`src/rtl/fpu_add_arbiter_pkg.sv`:
```
// Shared types for the FPU adder arbiter: adder status codes, tag and response records.
package fpu_arb_pkg;

    localparam int ID_W = 3;

    typedef enum logic [1:0] {
        ST_OK  = 2'b00,
        ST_NAN = 2'b01,
        ST_INF = 2'b10,
        ST_NUL = 2'b11
    } fpu_state_e;

    typedef struct packed {
        logic            vld;
        logic [ID_W-1:0] id;
    } tag_t;

    typedef struct packed {
        logic [ID_W-1:0] id;
        logic [31:0]     result;
        fpu_state_e      state;
    } rsp_t;

endpackage

```
`src/rtl/fpu_add_arbiter_if.sv`:
```
// Requester, adder and response signals of the arbiter; slave is the arbiter side.
interface fpu_add_arbiter_if #(
    parameter int N = 4
);
    localparam int IDW = $clog2(N);

    logic [N-1:0]    req_vld;
    logic [N*32-1:0] req_a;
    logic [N*32-1:0] req_b;
    logic [N-1:0]    req_rdy;
    logic [31:0]     fpu_a;
    logic [31:0]     fpu_b;
    logic            fpu_arg_vld;
    logic [31:0]     fpu_result;
    logic [1:0]      fpu_state;
    logic            fpu_res_vld;
    logic            rsp_vld;
    logic [IDW-1:0]  rsp_id;
    logic [31:0]     rsp_result;
    logic [1:0]      rsp_state;
    logic            busy;
    logic            err;

    modport slave (
        input  req_vld, req_a, req_b, fpu_result, fpu_state, fpu_res_vld,
        output req_rdy, fpu_a, fpu_b, fpu_arg_vld, rsp_vld, rsp_id, rsp_result, rsp_state,
               busy, err
    );

    modport master (
        output req_vld, req_a, req_b, fpu_result, fpu_state, fpu_res_vld,
        input  req_rdy, fpu_a, fpu_b, fpu_arg_vld, rsp_vld, rsp_id, rsp_result, rsp_state,
               busy, err
    );

endinterface

```
`src/rtl/fpu_add_arbiter_rr_arbiter.sv`:
```
// Round-robin arbiter: rotate requests by the pointer, pick the lowest, unrotate to an index.
module rr_arbiter #(
    parameter int N = 4,
    localparam int IDW = $clog2(N)
) (
    input  logic           clk,
    input  logic           rst,
    input  logic [N-1:0]   req,
    output logic [N-1:0]   gnt,
    output logic [IDW-1:0] gnt_idx,
    output logic           gnt_vld
);

    logic [IDW-1:0] ptr;
    logic [2*N-1:0] req_dbl;
    logic [N-1:0]   req_rot;
    logic [IDW-1:0] off;
    logic [IDW:0]   sum;

    always_comb begin
        req_dbl = {req, req} >> ptr;
        req_rot = req_dbl[N-1:0];
        gnt_vld = 1'b0;
        off     = '0;
        for (int i = N - 1; i >= 0; i--) begin
            if (req_rot[i]) begin
                gnt_vld = 1'b1;
                off     = IDW'(i);
            end
        end
        sum = {1'b0, ptr} + {1'b0, off};
        if (sum >= (IDW+1)'(N)) sum = sum - (IDW+1)'(N);
        gnt_idx = sum[IDW-1:0];
        // No grant while in reset, so nothing can handshake into a clearing pipeline.
        if (rst) gnt_vld = 1'b0;
        gnt = gnt_vld ? (N'(1) << gnt_idx) : '0;
    end

    always_ff @(posedge clk) begin
        if (rst) begin
            ptr <= '0;
        end else if (gnt_vld) begin
            ptr <= (gnt_idx == IDW'(N - 1)) ? '0 : gnt_idx + IDW'(1);
        end
    end

endmodule

```
`src/rtl/fpu_add_arbiter.sv`:
```
// Shares one fixed-latency pipelined adder among N requesters and returns ID-tagged results.
module fpu_add_arbiter
    import fpu_arb_pkg::*;
#(
    parameter int N       = 4,
    parameter int LATENCY = 7
) (
    input logic clk,
    input logic rst,
    fpu_add_arbiter_if.slave bus
);

    localparam int IDW = $clog2(N);

    logic [N-1:0]   gnt;
    logic [IDW-1:0] gnt_idx;
    logic           gnt_vld;
    logic [31:0]    sel_a, sel_b;
    logic [31:0]    fpu_a_q, fpu_b_q;
    logic           arg_vld_q;
    rsp_t           rsp_q;
    logic           rsp_vld_q;
    logic           err_q;
    logic           busy_c;
    tag_t           exp_tag;
    // Stage 0 is loaded alongside fpu_arg_vld; stage LATENCY lines up with fpu_res_vld.
    tag_t           tag_q [LATENCY+1];

    rr_arbiter #(.N(N)) u_arb (
        .clk     (clk),
        .rst     (rst),
        .req     (bus.req_vld),
        .gnt     (gnt),
        .gnt_idx (gnt_idx),
        .gnt_vld (gnt_vld)
    );

    always_comb begin
        sel_a = '0;
        sel_b = '0;
        for (int i = 0; i < N; i++) begin
            if (gnt_idx == IDW'(i)) begin
                sel_a = bus.req_a[i*32 +: 32];
                sel_b = bus.req_b[i*32 +: 32];
            end
        end
    end

    assign exp_tag = tag_q[LATENCY];

    always_ff @(posedge clk) begin
        if (rst) begin
            arg_vld_q <= 1'b0;
            fpu_a_q   <= '0;
            fpu_b_q   <= '0;
            rsp_vld_q <= 1'b0;
            rsp_q     <= '0;
            err_q     <= 1'b0;
            for (int i = 0; i <= LATENCY; i++) tag_q[i] <= '0;
        end else begin
            arg_vld_q <= gnt_vld;
            if (gnt_vld) begin
                fpu_a_q <= sel_a;
                fpu_b_q <= sel_b;
            end
            tag_q[0] <= '{vld: gnt_vld, id: ID_W'(gnt_idx)};
            for (int i = 1; i <= LATENCY; i++) tag_q[i] <= tag_q[i-1];
            rsp_vld_q <= bus.fpu_res_vld & exp_tag.vld;
            if (bus.fpu_res_vld && exp_tag.vld) begin
                rsp_q <= '{id: exp_tag.id, result: bus.fpu_result,
                           state: fpu_state_e'(bus.fpu_state)};
            end
            if (bus.fpu_res_vld != exp_tag.vld) err_q <= 1'b1;
        end
    end

    always_comb begin
        busy_c = arg_vld_q;
        for (int i = 0; i <= LATENCY; i++) busy_c = busy_c | tag_q[i].vld;
    end

    assign bus.req_rdy     = gnt;
    assign bus.fpu_a       = fpu_a_q;
    assign bus.fpu_b       = fpu_b_q;
    assign bus.fpu_arg_vld = arg_vld_q;
    assign bus.rsp_vld     = rsp_vld_q;
    assign bus.rsp_id      = rsp_q.id[IDW-1:0];
    assign bus.rsp_result  = rsp_q.result;
    assign bus.rsp_state   = rsp_q.state;
    assign bus.busy        = busy_c;
    assign bus.err         = err_q;

endmodule
```
`src/flat_wrapper.sv`:
```
// flat-port wrapper written by rule: the top's interface ports become plain ports
module fpu_add_arbiter_flat import fpu_arb_pkg::*;
#(
    parameter int N       = 4,
    parameter int LATENCY = 7
)
  (clk, rst, bus_req_vld, bus_req_a, bus_req_b, bus_fpu_result, bus_fpu_state, bus_fpu_res_vld, bus_req_rdy, bus_fpu_a, bus_fpu_b, bus_fpu_arg_vld, bus_rsp_vld, bus_rsp_id, bus_rsp_result, bus_rsp_state, bus_busy, bus_err);
  fpu_add_arbiter_if #(.N(N)) bus_i ();
  input logic clk;
  input logic rst;
  input wire logic [$bits(bus_i.req_vld)-1:0] bus_req_vld;
  input wire logic [$bits(bus_i.req_a)-1:0] bus_req_a;
  input wire logic [$bits(bus_i.req_b)-1:0] bus_req_b;
  input wire logic [$bits(bus_i.fpu_result)-1:0] bus_fpu_result;
  input wire logic [$bits(bus_i.fpu_state)-1:0] bus_fpu_state;
  input wire logic [$bits(bus_i.fpu_res_vld)-1:0] bus_fpu_res_vld;
  output wire logic [$bits(bus_i.req_rdy)-1:0] bus_req_rdy;
  output wire logic [$bits(bus_i.fpu_a)-1:0] bus_fpu_a;
  output wire logic [$bits(bus_i.fpu_b)-1:0] bus_fpu_b;
  output wire logic [$bits(bus_i.fpu_arg_vld)-1:0] bus_fpu_arg_vld;
  output wire logic [$bits(bus_i.rsp_vld)-1:0] bus_rsp_vld;
  output wire logic [$bits(bus_i.rsp_id)-1:0] bus_rsp_id;
  output wire logic [$bits(bus_i.rsp_result)-1:0] bus_rsp_result;
  output wire logic [$bits(bus_i.rsp_state)-1:0] bus_rsp_state;
  output wire logic [$bits(bus_i.busy)-1:0] bus_busy;
  output wire logic [$bits(bus_i.err)-1:0] bus_err;
  assign bus_i.req_vld = bus_req_vld;
  assign bus_i.req_a = bus_req_a;
  assign bus_i.req_b = bus_req_b;
  assign bus_i.fpu_result = bus_fpu_result;
  assign bus_i.fpu_state = bus_fpu_state;
  assign bus_i.fpu_res_vld = bus_fpu_res_vld;
  assign bus_req_rdy = bus_i.req_rdy;
  assign bus_fpu_a = bus_i.fpu_a;
  assign bus_fpu_b = bus_i.fpu_b;
  assign bus_fpu_arg_vld = bus_i.fpu_arg_vld;
  assign bus_rsp_vld = bus_i.rsp_vld;
  assign bus_rsp_id = bus_i.rsp_id;
  assign bus_rsp_result = bus_i.rsp_result;
  assign bus_rsp_state = bus_i.rsp_state;
  assign bus_busy = bus_i.busy;
  assign bus_err = bus_i.err;
  fpu_add_arbiter #(.N(N), .LATENCY(LATENCY)) u_core (.clk(clk), .rst(rst), .bus(bus_i));
endmodule
```
`config.mk`:
```
export PLATFORM = sky130hd
export DESIGN_NAME = fpu_add_arbiter_flat
export DESIGN_NICKNAME = d
export VERILOG_FILES = /design/src/rtl/fpu_add_arbiter_pkg.sv /design/src/rtl/fpu_add_arbiter_if.sv /design/src/rtl/fpu_add_arbiter_rr_arbiter.sv /design/src/rtl/fpu_add_arbiter.sv /design/src/flat_wrapper.sv
export SDC_FILE = /design/constraint.sdc
export NUM_CORES = 1
export LEC_CHECK = 0
export ABC_AREA = 1
export CAP_MARGIN = 20
export CORE_AREA = 2 2 158 160
export CTS_CLUSTER_DIAMETER = 30
export DETAILED_ROUTE_END_ITERATION = 10
export DIE_AREA = 0 0 160 162
export HOLD_SLACK_MARGIN = 0.08
export PLACE_DENSITY = 0.75
export SYNTH_ARGS = -nofsm -noshare
export SYNTH_HDL_FRONTEND = slang
export SYNTH_HIERARCHICAL = 1
export SYNTH_SLANG_ARGS = --single-unit
```
`constraint.sdc`:
```
create_clock -name clk -period 2.45 [get_ports clk]
set_clock_uncertainty 0.15 [all_clocks]
set_input_delay 0.245 -clock clk [delete_from_list [all_inputs] [get_ports clk]]
set_output_delay 0.245 -clock clk [all_outputs]
set_load 0.02 [all_outputs]
```
==> impl_metrics.csv <==
group,metric,value,unit
timing,fin_ws,-0.318,ns
setup_path,end_kind,"flip-flop",
yosys,syn_avg_cell_area,6.55,sq um
clocking,cts.clk_slew.worst_paths,0.06,ns
cells_and_area,layout_common_cells,"399 x clkdlybuf4s50_1, 195 x nor2_1, 150 x nand2_1, 126 x dfxtp_1, 99 x nand3_1",
placed_design,dpl.hpwl,20300,um
setup_path,cp_top_family,"simple AND/OR/NAND/NOR gates",
global_route,grt_pass1_wl,42100,um
drt,ant_nets,0,
timing,setup_violations,68,
setup_path,crit_chain,"inv_8 > nand2_4 > nand3_2 > nand2_2 > nand3_2 > a21boi_2 > ha_4 > xor2_4 > nand3b_4 > nand2_8 > buf_8 > nor2_8 > buf_12 > clkbuf_16 > nand2_4 > nand3_2 > nand2_2 > a21oi_2",
timing,finalCriticalPeriod,2.77,ns
yosys,synthCells,976,
die,die_x,160,um
setup_path,critical_path_class,"reg -> reg",
yosys,synth_warnings,6,
global_route,grt_pass1_vias,8158,
timing,finalHoldViolCount,0,
drt,drt_iter0_markers,553,
yosys,syn_nets,1275,
die,fp.dieH,162,um
flow_run,cap_violations,0,
drt,wl_per_cell,17.2,um
clocking,cts-buffers-inserted,17,
global_route,globalRouteTotalUtil,0.204,
clocking,cts_sinks,128,
cells_and_area,diodes,0,
timing,max_freq,0.361,GHz
yosys,synthDistinctLibCells,30,
yosys,yosysTopAreaCell,"dfxtp_1",
clocking,clk_latency,0.41,ns
die,num_io_pins,405,
timing,tns,-17.50,ns
placed_design,port_buffers,404,
drt,drcViolationCount,0,
drt,drt_pass1_iterations,5,
cells_and_area,nets,1701,
yosys,ys_seq_elements,128,
cells_and_area,fillCellCount,2298,
power,power_density,1620,nW/um^2
die,start_util,0.265,
die,fp.coreArea,24100,sq um
global_route,grt_max_degree,76,
clocking,ctsHoldBuffers,0,
die,num_rows,57,
global_route,overflow,0,
clocking,h-tree-depth,4,
setup_path,slowest_stage,"dfxtp_4",
power,power_leakage,0.00511,uW
power,ir_drop,1.50,mV
setup_path,max_stage_delay,0.42,ns
drt,dr_total_vias,8274,
setup_path,crit_arrival,2.95,ns
global_route,antenna_found_initial,0,
setup_path,critPathBufInv,4,
min_path,hold_class,"in -> reg",
yosys,synth_seq_area_share,0.401,
placed_design,gp_congestion,0.879,
die,die-area,25900,sq um
cells_and_area,area_growth,97.7,%
setup_path,cp_max_fo,8,
timing,rsz0062_at_grt,"true",
clocking,cts_root_buffer,"clkbuf_16",
timing,slew_headroom,0.623,
run_status,status,"finished with violations",
yosys,synth_top_area_frac,0.401,
clocking,clock_path_buffers,2,
yosys,netlist_top_cells_area,"dfxtp_1 40%, nor2_1 12%, nand2_1 11%",
cells_and_area,layout_commonest_cell,"clkdlybuf4s50_1",
cells_and_area,drive_gt1_frac,0.182,
setup_path,cp-start-kind,"flip-flop",
yosys,synth_area,6400,sq um
clocking,cts_tree,"done",
timing,slew_viol_final,0,
timing,worstMarginPinSlew,0.565,ns
drt,routed_wirelength,29900,um
setup_path,crit_required,2.63,ns
run_status,violations,"negative setup slack",
timing,hold_slack,0.167,ns
timing,fin_crit_sh,1.13,
drt,viasPerCell,4.76,
setup_path,cp_common_cell,"nand3_2",
[synth_stat cells]
cell type and number:
a21boi_0 1, a21oi_1 65, buf_1 3, buf_2 29
buf_4 9, buf_6 1, clkbuf_1 32, clkinv_4 1
dfxtp_1 128, ha_1 2, inv_1 25, inv_2 5
nand2_1 184, nand2_2 10, nand2_4 3, nand3_1 136
nand3_2 2, nand3b_2 1, nor2_1 196, nor2_2 3
nor2_8 1, nor3_1 2, nor4_1 1, o21ai_0 97
o21ai_1 20, o41ai_1 1, or2_0 2, or2_1 11
or2_2 4, xor2_1 1
[path summary, 6_finish.rpt]
| kind | cells past startpoint | start | slack [ns] | endpoint |
|---|---|---|---|---|
| setup / recovery | 18 | u_core/u_arb/ptr[0] | -0.32 | u_core/bus.fpu_a[29] |
| hold / removal | 6 | rst | 0.17 | u_core/u_arb/ptr[1] |
| setup reg to reg | 18 | u_core/u_arb/ptr[0] | -0.32 | u_core/bus.fpu_a[29] |
| hold reg to reg | 2 | u_core/tag_q[0][23] | 0.24 | u_core/tag_q[0][27] |
[timing repair]
| item | 4_1_cts | 5_1_grt |
|---|---|---|
| gates cloned | 1 | 11 |
| buffers inserted | 7 | 6 |
| pin swaps | 7 | 34 |
| gates resized for setup | 63 | 115 |
| setup endpoints to repair | 69 | 68 |
[sequential cells by signal, summed over array words and instances (netlist names)]
name and cells:
u_core/bus.err 1, u_core/bus.fpu_a 32, u_core/bus.fpu_b 32, u_core/bus.rsp_id 2, u_core/bus.rsp_result 32, u_core/bus.rsp_state 2, u_core/bus.rsp_vld 1, u_core/tag_q 24
u_core/u_arb/ptr 2
[cell families after synthesis]
family,Yosys count,synth area share
AO/OA/AOI/OAI,184,0.145
AND/OR/NAND/NOR,556,0.375
XOR/XNOR,1,0.00137
buffers and inverters,105,0.0745
flip-flops,128,0.401
adder cells (fa/ha/maj),2,0.00391
[power breakdown]
| group | internal, uW | switching [uW] |
|---|---|---|
| combinational | 6570 | 8320 |
| clock | 1670 | 1090 |
| sequential | 2590 | 279 |
| total | 10800 | 9690 |
[worst register-to-register path: stages (launching register included)]
cell,delay [ns]
dfxtp_4,0.42
inv_8,0.07
nand2_4,0.07
nand3_2,0.07
nand2_2,0.10
nand3_2,0.08
a21boi_2,0.19
ha_4,0.18
xor2_4,0.17
nand3b_4,0.19
nand2_8,0.08
buf_8,0.15
nor2_8,0.10
buf_12,0.16
clkbuf_16,0.19
nand2_4,0.05
nand3_2,0.06
nand2_2,0.06
a21oi_2,0.15
[through the flow]
step | setup WS (ns) | total power, uW | instance area [sq um] | instances | utilization
after global placement | -0.596 | 13700 | 11100 | 1686 | 0.459
after detailed placement | -0.717 | 13900 | 11100 | 1686 | 0.459
after global routing | -0.437 | 21800 | 12600 | 1739 | 0.525
final | -0.318 | 20500 | 12600 | 1739 | 0.525
after CTS | -0.219 | 17500 | 11900 | 1725 | 0.495
after floorplan | 0.00296 | 9520 | 6400 | 976 | -
[cell type report]
| type | count | area (sq um) | area share |
|---|---|---|---|
| inverters | 31 | 133 | 0.0105 |
| flip-flops and latches | 128 | 2570 | 0.203 |
| repair buffers | 481 | 5010 | 0.396 |
| multi-input cells | 743 | 3890 | 0.308 |
| well taps | 324 | 405 | 0.0321 |
| clock inverters | 14 | 194 | 0.0153 |
| clock buffers | 18 | 439 | 0.0347 |
[layer usage]
metal	routed length [um]	part of all wire	GRT usage	vias to the layer above
met5	0	0	0	-
met4	1070	0.036	0.0868	0
met3	2460	0.082	0.0649	60
met2	14600	0.49	0.359	383
met1	11800	0.39	0.227	3786
li1	-	-	-	4045
Power figures use the tool's default switching activity.
